File: config.mk
export PLATFORM = sky130hd
export DESIGN_NAME = ref_row_streamer
export DESIGN_NICKNAME = d
export VERILOG_FILES = /design/src/rtl/ref_row_streamer_pkg.sv /design/src/rtl/ref_row_streamer_row_aligner.sv /design/src/rtl/ref_row_streamer.sv
export SDC_FILE = /design/constraint.sdc
export NUM_CORES = 1
export LEC_CHECK = 0
export CORE_MARGIN = 4
export CORE_UTILIZATION = 44
export DETAILED_ROUTE_END_ITERATION = 12
export PLACE_DENSITY = 0.68
export SYNTH_ARGS = -nofsm -noshare
export SYNTH_HDL_FRONTEND = slang
export SYNTH_SLANG_ARGS = --single-unit
File: constraint.sdc
create_clock -name clk -period 10.49 [get_ports clk]
set_input_delay 2.6225 -clock clk [delete_from_list [all_inputs] [get_ports clk]]
set_output_delay 2.6225 -clock clk [all_outputs]
set_load 0.01 [all_outputs]
File: src/rtl/ref_row_streamer_pkg.sv
`default_nettype none
// +----------------------------------------------------------------------------+
// | ref_row_streamer_pkg                                                       |
// | Shared geometry and state encoding for the reference-row streamer.         |
// | Rev 1.0 - initial release                                                  |
// +----------------------------------------------------------------------------+
package ref_row_streamer_pkg;

  localparam int PIX_W     = 8;   // bits per pixel
  localparam int NUM_PIXEL = 8;   // interpolated pixels per row
  localparam int TAPS      = 8;   // FIR tap count
  localparam int ROW_PIX   = NUM_PIXEL + TAPS - 1;  // 15 reference pixels per row
  localparam int ROWS      = ROW_PIX;               // square block
  localparam int WORD_PIX  = 8;                     // pixels per memory word
  // Worst-case offset (WORD_PIX-1) still has to fit the whole row.
  localparam int WORDS     = (ROW_PIX + WORD_PIX - 1 + WORD_PIX - 1) / WORD_PIX;
  localparam int WORD_W    = WORD_PIX * PIX_W;
  localparam int ROW_W     = ROW_PIX * PIX_W;

  localparam int XOFF_W    = 3;
  localparam int WCNT_W    = 2;
  localparam int RCNT_W    = 4;

  localparam logic [WCNT_W-1:0] LAST_WORD = WCNT_W'(WORDS - 1);
  localparam logic [RCNT_W-1:0] LAST_ROW  = RCNT_W'(ROWS - 1);

  typedef enum logic [1:0] {
    ST_IDLE = 2'd0,
    ST_RD   = 2'd1,
    ST_CAP  = 2'd2,
    ST_OUT  = 2'd3
  } state_e;

endpackage
`default_nettype wire

File: src/rtl/ref_row_streamer_row_aligner.sv
`default_nettype none
// +----------------------------------------------------------------------------+
// | ref_row_streamer_row_aligner                                               |
// | Combinational funnel: selects ROW_PIX consecutive pixels starting at       |
// | x_off_i out of the concatenated word registers (word 0 lowest).            |
// | Ports: words_i  - WORDS*WORD_W bits of held word data                      |
// |        x_off_i  - pixel offset of the first output pixel                   |
// |        row_o    - aligned row, pixel i at bits [PIX_W*i +: PIX_W]          |
// | Rev 1.0 - initial release                                                  |
// +----------------------------------------------------------------------------+
module ref_row_streamer_row_aligner
  import ref_row_streamer_pkg::*;
(
  input  logic [WORDS*WORD_W-1:0] words_i,
  input  logic [XOFF_W-1:0]       x_off_i,
  output logic [ROW_W-1:0]        row_o
);

  // One mux per output pixel; the largest index (ROW_PIX-1+7) stays inside
  // the word window because WORDS was sized for the worst-case offset.
  for (genvar i = 0; i < ROW_PIX; i++) begin : g_pix
    assign row_o[i*PIX_W +: PIX_W] = words_i[(i + int'(x_off_i))*PIX_W +: PIX_W];
  end

endmodule
`default_nettype wire

File: src/rtl/ref_row_streamer.sv
`default_nettype none
// +----------------------------------------------------------------------------+
// | ref_row_streamer                                                           |
// | Fetches a ROWS x ROW_PIX reference block from word-organised memory and    |
// | streams one offset-aligned row per valid/ready handshake.                  |
// | Ports: clk, rst (sync, active-low)                                         |
// |        start_i/base_addr_i/x_off_i/stride_i - block request (IDLE only)    |
// |        mem_rd_en_o/mem_addr_o/mem_rdata_i   - word memory, 1-cycle latency |
// |        out_row_o/out_valid_o/out_ready_i/row_idx_o - row stream            |
// |        busy_o/done_o - block status, done is a one-cycle pulse             |
// | Rev 1.0 - initial release                                                  |
// +----------------------------------------------------------------------------+
module ref_row_streamer
  import ref_row_streamer_pkg::*;
#(
  parameter int ADDR_W = 16
) (
  input  logic                 clk,
  input  logic                 rst,
  input  logic                 start_i,
  input  logic [ADDR_W-1:0]    base_addr_i,
  input  logic [XOFF_W-1:0]    x_off_i,
  input  logic [ADDR_W-1:0]    stride_i,
  output logic                 mem_rd_en_o,
  output logic [ADDR_W-1:0]    mem_addr_o,
  input  logic [WORD_W-1:0]    mem_rdata_i,
  output logic [ROW_W-1:0]     out_row_o,
  output logic                 out_valid_o,
  input  logic                 out_ready_i,
  output logic [RCNT_W-1:0]    row_idx_o,
  output logic                 busy_o,
  output logic                 done_o
);

  state_e              state_q;
  logic [ADDR_W-1:0]   row_addr_q;
  logic [ADDR_W-1:0]   stride_q;
  logic [ADDR_W-1:0]   mem_addr_q;
  logic [XOFF_W-1:0]   x_off_q;
  logic [WCNT_W-1:0]   word_cnt_q;
  logic [RCNT_W-1:0]   row_cnt_q;
  logic                mem_rd_en_q;
  logic                out_valid_q;
  logic                busy_q;
  logic                done_q;
  logic [WORD_W-1:0]   word_q [WORDS];

  logic [ADDR_W-1:0]   row_addr_d;
  logic [WCNT_W-1:0]   cap_idx_d;
  logic                accept_d;
  logic [WORDS*WORD_W-1:0] words_flat;

  always_comb begin
    row_addr_d = row_addr_q + stride_q;   // modulo 2^ADDR_W, wrap is silent
    // Read data lags the request by one cycle, so the word landing now
    // belongs to the previous word index.
    cap_idx_d  = word_cnt_q - WCNT_W'(1);
    accept_d   = out_valid_q & out_ready_i;
  end

  always_ff @(posedge clk) begin
    if (!rst) begin
      state_q     <= ST_IDLE;
      row_addr_q  <= '0;
      stride_q    <= '0;
      mem_addr_q  <= '0;
      x_off_q     <= '0;
      word_cnt_q  <= '0;
      row_cnt_q   <= '0;
      mem_rd_en_q <= 1'b0;
      out_valid_q <= 1'b0;
      busy_q      <= 1'b0;
      done_q      <= 1'b0;
      for (int w = 0; w < WORDS; w++) begin
        word_q[w] <= '0;
      end
    end else begin
      done_q <= 1'b0;
      case (state_q)
        ST_IDLE: begin
          if (start_i) begin
            stride_q    <= stride_i;
            x_off_q     <= x_off_i;
            row_addr_q  <= base_addr_i;
            mem_addr_q  <= base_addr_i;
            row_cnt_q   <= '0;
            word_cnt_q  <= '0;
            busy_q      <= 1'b1;
            mem_rd_en_q <= 1'b1;
            state_q     <= ST_RD;
          end
        end
        ST_RD: begin
          if (word_cnt_q != '0) begin
            word_q[cap_idx_d] <= mem_rdata_i;
          end
          if (word_cnt_q == LAST_WORD) begin
            mem_rd_en_q <= 1'b0;
            state_q     <= ST_CAP;
          end else begin
            mem_addr_q <= mem_addr_q + ADDR_W'(1);
            word_cnt_q <= word_cnt_q + WCNT_W'(1);
          end
        end
        ST_CAP: begin
          // Last word of the row arrives here with no new request issued.
          word_q[WORDS-1] <= mem_rdata_i;
          out_valid_q     <= 1'b1;
          state_q         <= ST_OUT;
        end
        ST_OUT: begin
          if (accept_d) begin
            out_valid_q <= 1'b0;
            if (row_cnt_q == LAST_ROW) begin
              busy_q  <= 1'b0;
              done_q  <= 1'b1;
              state_q <= ST_IDLE;
            end else begin
              row_cnt_q   <= row_cnt_q + RCNT_W'(1);
              row_addr_q  <= row_addr_d;
              mem_addr_q  <= row_addr_d;
              word_cnt_q  <= '0;
              mem_rd_en_q <= 1'b1;
              state_q     <= ST_RD;
            end
          end
        end
        default: state_q <= ST_IDLE;
      endcase
    end
  end

  for (genvar w = 0; w < WORDS; w++) begin : g_pack
    assign words_flat[w*WORD_W +: WORD_W] = word_q[w];
  end

  ref_row_streamer_row_aligner u_aligner (
    .words_i (words_flat),
    .x_off_i (x_off_q),
    .row_o   (out_row_o)
  );

  assign mem_rd_en_o = mem_rd_en_q;
  assign mem_addr_o  = mem_addr_q;
  assign out_valid_o = out_valid_q;
  assign row_idx_o   = row_cnt_q;
  assign busy_o      = busy_q;
  assign done_o      = done_q;

endmodule
`default_nettype wire

==> results of run 1 <==
[layer usage]
layer | vias to the layer above | routed length, um
li1 | 6001 | -
met1 | 6279 | 18500
met2 | 455 | 24300
met3 | 98 | 2460
met4 | 2 | 2190
met5 | - | 17
[report_power, final]
part / switching, mW / internal, mW
registers: 0.166 / 1.16
clock network: 0.386 / 0.613
logic: 0.977 / 0.806
total: 1.53 / 2.58
[layout by cell type, fill, tap and decap left out, drive strengths merged, types with 8 or more instances in the layout]
cell type / instances
clkdlybuf4s50: 246
nand2: 209
edfxtp: 176
and3: 131
a21oi: 120
nor2: 109
mux2i: 100
mux2: 97
o21ai: 81
dfxtp: 63
and2: 52
clkbuf: 40
mux4: 30
ha: 25
nand3: 20
nor3: 20
buf: 15
o211ai: 14
a21o: 14
inv: 14
or2: 11
a221oi: 11
xnor2: 10
a22oi: 10
xor2: 8
o31ai: 8
clkinv: 8
[worst reg2reg max path, cell delays in order (launching register included)]
cell	delay, ns
dfxtp_2	1.14
inv_2	0.81
ha_1	0.62
nand4b_1	0.31
nor2_4	0.18
buf_4	0.81
and3_1	0.41
[final cells by class]
type / instances / area [um2] / share of cell area
tap: 448 / 561 / 0.0299
sequential: 239 / 6560 / 0.350
clock inverter: 12 / 141 / 0.00755
timing repair buffer: 261 / 2570 / 0.137
multi-input combinational: 1164 / 8020 / 0.428
inverter: 15 / 58.8 / 0.00314
antenna: 1 / 2.50 / 0.000134
clock buffer: 40 / 817 / 0.0436
[how the worst max path moves through the flow]
stage / startpoint / endpoint / slack (ns)
floorplan: rst / word_q[0][0]$_SDFFCE_PN0P_ / 2.13
global placement: x_off_q[0]$_SDFFE_PN0P_ / out_row_o[62] / 4.81
detailed placement: x_off_q[0]$_SDFFE_PN0P_ / out_row_o[62] / 4.74
CTS: x_off_q[0]$_SDFFE_PN0P_ / out_row_o[62] / 4.14
global route: x_off_q[0]$_SDFFE_PN0P_ / out_row_o[62] / 3.99
finish: x_off_q[0]$_SDFFE_PN0P_ / out_row_o[62] / 4.09
[through the flow]
stage,hold slack [ns],utilization,area (um2),power [mW]
after CTS,0.462,0.554,18700,4.11
after global routing,0.495,0.554,18700,4.32
after detailed placement,0.454,0.526,17800,3.11
after floorplan,0.436,-,15200,2.36
after global placement,0.449,0.526,17800,3.07
final,0.458,0.554,18700,4.10
[state kept, by name, summed over array words and instances (netlist names), 2 cells and up]
signal	flops
mem_addr_o	16
row_idx_o	4
row_addr_q	16
word_cnt_q	2
stride_q	16
x_off_q	3
state_q	2
word_q	176
[cell families after synthesis]
logic type,synth area share
mux,0.183
flops,0.432
fa+ha+maj,0.0220
simple gates,0.184
compound gates,0.127
buf+inv,0.0412
xor+xnor,0.0104
==> run metrics, run 1 <==
H-tree depth=1; area leader, netlist=edfxtp_1; Synth top area share=0.349; reg-to-reg setup timing slack=6.08 ns; Worst-Margin Slew=1.25 ns; FP Rows=67; CP Class=reg -> out; Slew Limit Fails=0; yosys warns=0; Seq/Total Area, Yosys=0.432; clock latency on the worst-skew pair=0.54 ns; total track usage=0.241; Worst-path clk slew=0.06 ns; Post-Syn Area=0.0152 mm2; RePlAce Congestion=0.895; drt first pass iters=5; Avg Cell Area, Syn=9.77 um2; Hold EP=stride_q[2]$_SDFFE_PN0P_; CP Launch Type=flip-flop; asr flop ratio synth=0; Avg Vias per Cell=5.89; max-cap violation count=0; number of flops mapped to enable cells by yosys=176; arrival time worst endpoint=3.77 ns; Hold Path Class=reg -> reg; post-synth cell types=71; Syn Nets=1679; RSZ-0062 raised after global routing=no; met1 GRT Util=0.288; CTS tree=done; R2R cell count=6; worst-path cell chain=inv_4 -> buf_4 -> o21ai_0 -> o21ai_0 -> clkdlybuf4s50_1; Critical Path Fanout Max=70; routed len/inst=21.8 um; vias in the first global route=12700; r2r startpoint=word_cnt_q[0]$_SDFFE_PN0P_; Post-CTS Setup Repair Bufs=0; Tmin final=6.40 ns; outcome=finished, final reports clean; Post-Place Cells=2127; post_cts resized=0; Yosys reg bits=239; min-delay src=stride_q[2]$_SDFFE_PN0P_; CP endpoint kind=output port; routed wire length=47500 um; Final nets=1838; DP Wirelength=33000 um; final std cells w/o fill=2180; GR Layer Usage met2=0.435; DP Worst Slack=4.74 ns; clk sinks=239; fin worst setup slack=4.09 ns; Max Fclk=156 MHz; Most common cell on crit path=o21ai_0; Overflow after GRT=0; ratio of total power to cell area=219 mW/mm2; Leak=7.48 nW; met3 GRT Util=0.0329; CP Buf/Inv Count=3; initial antenna violation count=1; DIE HEIGHT=194 um; Die Width=194 um; core region area=0.0338 mm2; Hold Path Depth=2; CTS root buf=clkbuf_16; top post-synthesis cells by count=209 x nand2_1, 176 x edfxtp_1, 131 x and3_1, 118 x a21oi_1, 109 x nor2_1; DIE AREA=0.0375 mm2; largest cells by area after synthesis=edfxtp_1 35%, dfxtp_1 8.3%, mux2_2 7.1%; WP depth=5; initial drt markers=1034; crit path max-delay cell type=buf_4; # IOs=247; setup tns final=0 ns; Final period util=0.610; layout cells sized above 1=0.125; capturing point of the worst reg2reg path=word_q[0][25]$_SDFFCE_PN0P_; worst path required time=7.87 ns; # setup viols final=0; Max rail drop VDD=139 uV; # DRC=0; detailed-route via count=12800; layer with the highest usage=met2; max incr delay on CP=0.70 ns; top_reg_cell synth=edfxtp_1; Layout area overhead=23.6%; cell with the most instances after synthesis=nand2_1; Slew HR=0.161; Fin. Hold Viols=0; Setup Skew=0.0125 ns; critical path's top delay family=buffers and inverters; Initial Util=0.448; hold buffer count at CTS=0; CTS Buf Count=28; Fillers=2928; Post-DRT Antenna Nets=0; largest net degree at the start of global routing=129; Syn Inst Count=1550; global-route wire length before repair=72900 um; I/O Buffers=246; Max clock buf depth=3
Note: power is estimated with default switching activity, not from simulation.
==> run 2: changes to the inputs <==
- PLACE_DENSITY: 0.68 -> 0.7
- clock period: 10.49 -> 5.5 ns (I/O delays scaled with it)
==> run 2 against run 1 <==
Compared with the run above: hold slack gained 0.0016 ns; sequential share of layout area grew 0.059 points; flip-flop and latch count is the same; final cell count is essentially flat; utilization shrank 0.093 points; clock power grew 76%; power grew 87%; critical path type unchanged; global-route usage shrank 0.14 points; critical endpoint is now out_row_o[6].
==> run metrics, run 2 (synthesis gave the netlist of run 1 again) <==
Tmin final=4.84 ns; Leak=7.46 nW; CTS root buf=clkbuf_16; Worst-path clk slew=0.06 ns; arrival time worst endpoint=3.46 ns; CP Class=reg -> out; DP Wirelength=33400 um; routed len/inst=21.5 um; Setup Skew=0.0242 ns; initial antenna violation count=2; most common cell after layout, fill and taps aside=clkdlybuf4s50_1; Int Pwr=4.79 mW; Post-DRT Antenna Nets=0; clock latency on the worst-skew pair=0.55 ns; # IOs=247; Max rail drop VDD=271 uV; Post-Place Cells=2130; initial drt markers=1124; Max Fclk=207 MHz; CP endpoint kind=output port; Slew HR=0.203; vias in the first global route=12600; total track usage=0.239; FP Rows=67; net switching power=2.90 mW; Final period util=0.880; Net Sw Frac=0.377; Layout area overhead=23.4%; Overflow after GRT=0; I/O Buffers=246; CTS tree=done; Avg Vias per Cell=5.89; Critical Path Fanout Max=95; routed wire length=47000 um; DP Worst Slack=1.25 ns; fin worst setup slack=0.662 ns; ratio of total power to cell area=411 mW/mm2; drt first pass iters=5; CP Launch Type=flip-flop; RSZ-0062 raised after global routing=no; Post-CTS Setup Repair Bufs=0; largest net degree at the start of global routing=129; most frequent cells in the layout=246 x clkdlybuf4s50_1, 209 x nand2_1, 176 x edfxtp_1; post_cts resized=0; Worst-Margin Slew=1.19 ns; # setup viols final=0; worst path required time=4.12 ns; Largest Register=word_q; # DRC=0; max reg flops=176; Max clock buf depth=3; Die Width=194 um; core region area=0.0338 mm2; DIE AREA=0.0375 mm2; CTS Buf Count=27; final std cells w/o fill=2181; layout cells sized above 1=0.125; Initial Util=0.448; Fin. Hold Viols=0; reg-to-reg setup timing slack=2.32 ns; Fillers=2925; Slew Limit Fails=0; setup tns final=0 ns; clk sinks=239; Hold Path Class=reg -> reg; sequential share of power=0.319; Clock Power Share=0.228; RePlAce Congestion=0.934; Final nets=1840; H-tree depth=1; detailed-route via count=12800; global-route wire length before repair=72400 um; hold buffer count at CTS=0; DIE HEIGHT=194 um; max-cap violation count=0; outcome=finished, final reports clean; Logic pwr share=0.453
[run 2: changes by cell type in the layout (fill, tap and decap cells not counted), sizes merged, moves of 2 or more]
cell    change
bufinv      -2
buf         +3
diode       +2
clkinv      -2
inv         +2
[run 2: final cells by class]
cell class | instances | area (um2) | area share
multi-input cells | 1164 | 8020 | 0.429
clock inverters | 9 | 80.1 | 0.00428
diodes | 3 | 7.51 | 0.000401
well taps | 448 | 561 | 0.0300
repair buffers | 264 | 2640 | 0.141
inverters | 15 | 58.8 | 0.00314
flip-flops and latches | 239 | 6560 | 0.351
clock buffers | 39 | 782 | 0.0418
[run 2: stage by stage]
stage           util  cell area, um2  hold slack (ns)  power, mW
3_5_place_dp   0.528           17800            0.452       5.95
5_1_grt        0.553           18700            0.473       8.12
3_3_place_gp   0.528           17800            0.445       5.89
6_report       0.554           18700            0.459       7.69
2_1_floorplan      -           15200            0.436       4.51
4_1_cts        0.553           18700            0.461       7.71
[run 2: layer usage]
layer  track usage  part of all wire  routed length [um]  up-vias
met3        0.0259             0.055                2600      125
met2         0.426              0.51               23900      536
li1              -                 -                   -     6017
met4        0.0957             0.043                2010        0
met5             0                 0                   0        -
met1         0.297              0.39               18500     6171
[run 2: critical path: stages, from the launching register on]
cell and delay [ns]:
dfxtp_4 0.71, buf_4 0.87, nor2_1 0.11, a21oi_1 0.35, mux2_2 0.28, clkdlybuf4s50_1 0.56
[run 2: worst paths after layout]
path,start,endpoint,depth (start not counted)
setup / recovery,x_off_q[0]$_SDFFE_PN0P_,out_row_o[6],5
hold / removal,row_addr_q[0]$_SDFFE_PN0P_,row_addr_q[0]$_SDFFE_PN0P_,2
hold reg to reg,row_addr_q[0]$_SDFFE_PN0P_,row_addr_q[0]$_SDFFE_PN0P_,2
setup reg to reg,word_cnt_q[0]$_SDFFE_PN0P_,word_q[0][44]$_SDFFCE_PN0P_,6
[run 2: power groups by stage]
stage	clock network, mW	logic [mW]	registers, mW
CTS	1.78	3.48	2.45
global route	1.87	3.76	2.48
floorplan	0	2.11	2.39
global placement	0	3.42	2.47
detailed placement	0	3.47	2.48
finish	1.76	3.48	2.45
==> run 3: changes to the inputs <==
- CORE_MARGIN: 4 -> 2
==> run 3 against run 2 <==
Compared with the run above: sequential share of layout area decreased by 0.070 points; sequential power about the same; clock power increased by 6%; power increased by 1.7%; register-to-register slack improved by 0.02 ns; setup slack improved by 0.081 ns; final cell count about the same; via count increased by 1.3%; flip-flop and latch count unchanged; global-route usage increased by 2.5 points; critical path depth unchanged; largest power group unchanged.
==> run metrics, run 3 (synthesis gave the netlist of run 1 again) <==
Largest Register=word_q; R2R cell count=5; DP Wirelength=34600 um; RSZ-0062 raised after global routing=no; vias in the first global route=12600; RePlAce Congestion=0.992; DIE AREA=0.0359 mm2; post_cts resized=0; overall power=7.83 mW; initial drt markers=1068; max incr delay on CP=0.78 ns; max-cap violation count=0; Int Pwr=4.87 mW; Setup Skew=0.00884 ns; Hold Path Class=reg -> reg; I/O Buffers=246; CP Class=reg -> out; global-route wire length before repair=73600 um; Clock Power Share=0.237; initial antenna violation count=2; most frequent cells in the layout=246 x clkdlybuf4s50_1, 209 x nand2_1, 176 x edfxtp_1; # DRC=0; Overflow after GRT=0; routed len/inst=22.3 um; outcome=finished, final reports clean; DIE HEIGHT=190 um; worst path required time=4.12 ns; Worst-Margin Slew=1.23 ns; arrival time worst endpoint=3.38 ns; CTS root buf=clkbuf_16; sequential share of power=0.312; drt first pass iters=5; Post-DRT Antenna Nets=0; GR Layer Usage met2=0.445; Max rail drop VDD=263 uV; crit path max-delay cell type=dfxtp_4; Worst-path clk slew=0.06 ns; Layout area overhead=23.7%; Fin. Hold Viols=0; Slew Limit Fails=0; total track usage=0.264; max reg flops=176; # IOs=247; Finished Core Util=0.556; clock latency on the worst-skew pair=0.54 ns; layer with the highest usage=met2; FP Rows=67; Avg Vias per Cell=5.96; Post-CTS Setup Repair Bufs=0; worst hold margin=0.462 ns; worst-path cell chain=inv_2 -> buf_4 -> or3_1 -> o21ai_0 -> clkdlybuf4s50_1; net switching power=2.96 mW; most common cell after layout, fill and taps aside=clkdlybuf4s50_1; routed wire length=48800 um; CP Launch Type=flip-flop; Tmin final=4.76 ns; core region area=0.0337 mm2; Die Width=190 um; Leak=7.49 nW; Max clock buf depth=3; Critical Path Fanout Max=61; largest net degree at the start of global routing=129; CP endpoint kind=output port; layout cells sized above 1=0.124; Fillers=3037; Final nets=1841; Hold Path Depth=2; Slew HR=0.174; ratio of total power to cell area=418 mW/mm2; Net Sw Frac=0.378; CTS Buf Count=28; hold buffer count at CTS=0; setup tns final=0 ns; Logic pwr share=0.451; Final period util=0.865; met3 GRT Util=0.0367; CTS tree=done; # setup viols final=0; Initial Util=0.450; detailed-route via count=13000; clk sinks=239; met1 GRT Util=0.328; Max Fclk=210 MHz; H-tree depth=1
run 3: cell count changes in the layout (fill, tap and decap cells not counted):
cell       change
clkbuf_1       -3
inv_6          -1
inv_2          -1
clkbuf_16      +1
clkinv_2       +1
clkinv_1       +8
bufinv_16      +2
diode_2        -2
clkbuf_8       -3
buf_4          +1
buf_12         -1
run 3: critical path, delay by kind of cell, from the launching register on:
family                 cells  cell delay, ns
DFF                        1            0.78
buffers and inverters      3            1.52
AOI/OAI and AO/OA          1            0.09
and+or+nand+nor            1            0.39
run 3: per-stage QoR:
stage	std cells	worst slack [ns]	area (um2)
2_1_floorplan	1550	-1.61	15200
5_1_grt	2182	0.556	18700
6_report	2183	0.743	18700
4_1_cts	2182	0.772	18700
3_3_place_gp	2130	1.39	17800
3_5_place_dp	2130	1.36	17800
run 3: path summary, 6_finish.rpt:
kind / slack (ns) / end / from
worst max-delay path: 0.74 / out_row_o[57] / x_off_q[2]$_SDFFE_PN0P_
worst min-delay path: 0.46 / stride_q[12]$_SDFFE_PN0P_ / stride_q[12]$_SDFFE_PN0P_
worst max register to register: 2.34 / word_q[1][55]$_SDFFCE_PN0P_ / state_q[1]$_SDFFE_PN0P_
worst min register to register: 0.46 / stride_q[12]$_SDFFE_PN0P_ / stride_q[12]$_SDFFE_PN0P_
run 3: routing by layer:
layer	share of wire	vias to the layer above	wire (um)
li1	-	6005	-
met1	0.39	6293	19200
met2	0.48	585	23300
met3	0.069	135	3350
met4	0.058	2	2850
met5	0.00033	-	16
run 3: layout make-up:
| cell class | count | area, um2 | area share |
|---|---|---|---|
| repair buffers | 264 | 2620 | 0.140 |
| well taps | 448 | 561 | 0.0299 |
| inverters | 15 | 58.8 | 0.00314 |
| diodes | 1 | 2.50 | 0.000134 |
| clock inverters | 18 | 163 | 0.00868 |
| multi-input cells | 1164 | 8020 | 0.428 |
| flip-flops and latches | 239 | 6560 | 0.350 |
| clock buffers | 34 | 754 | 0.0403 |
run 3: power groups by stage:
stage	clock network, mW	registers [mW]	logic (mW)
after floorplan	0	2.39	2.11
after global placement	0	2.46	3.45
after detailed placement	0	2.47	3.50
after CTS	1.88	2.44	3.51
after global routing	1.95	2.47	3.78
final	1.86	2.44	3.53
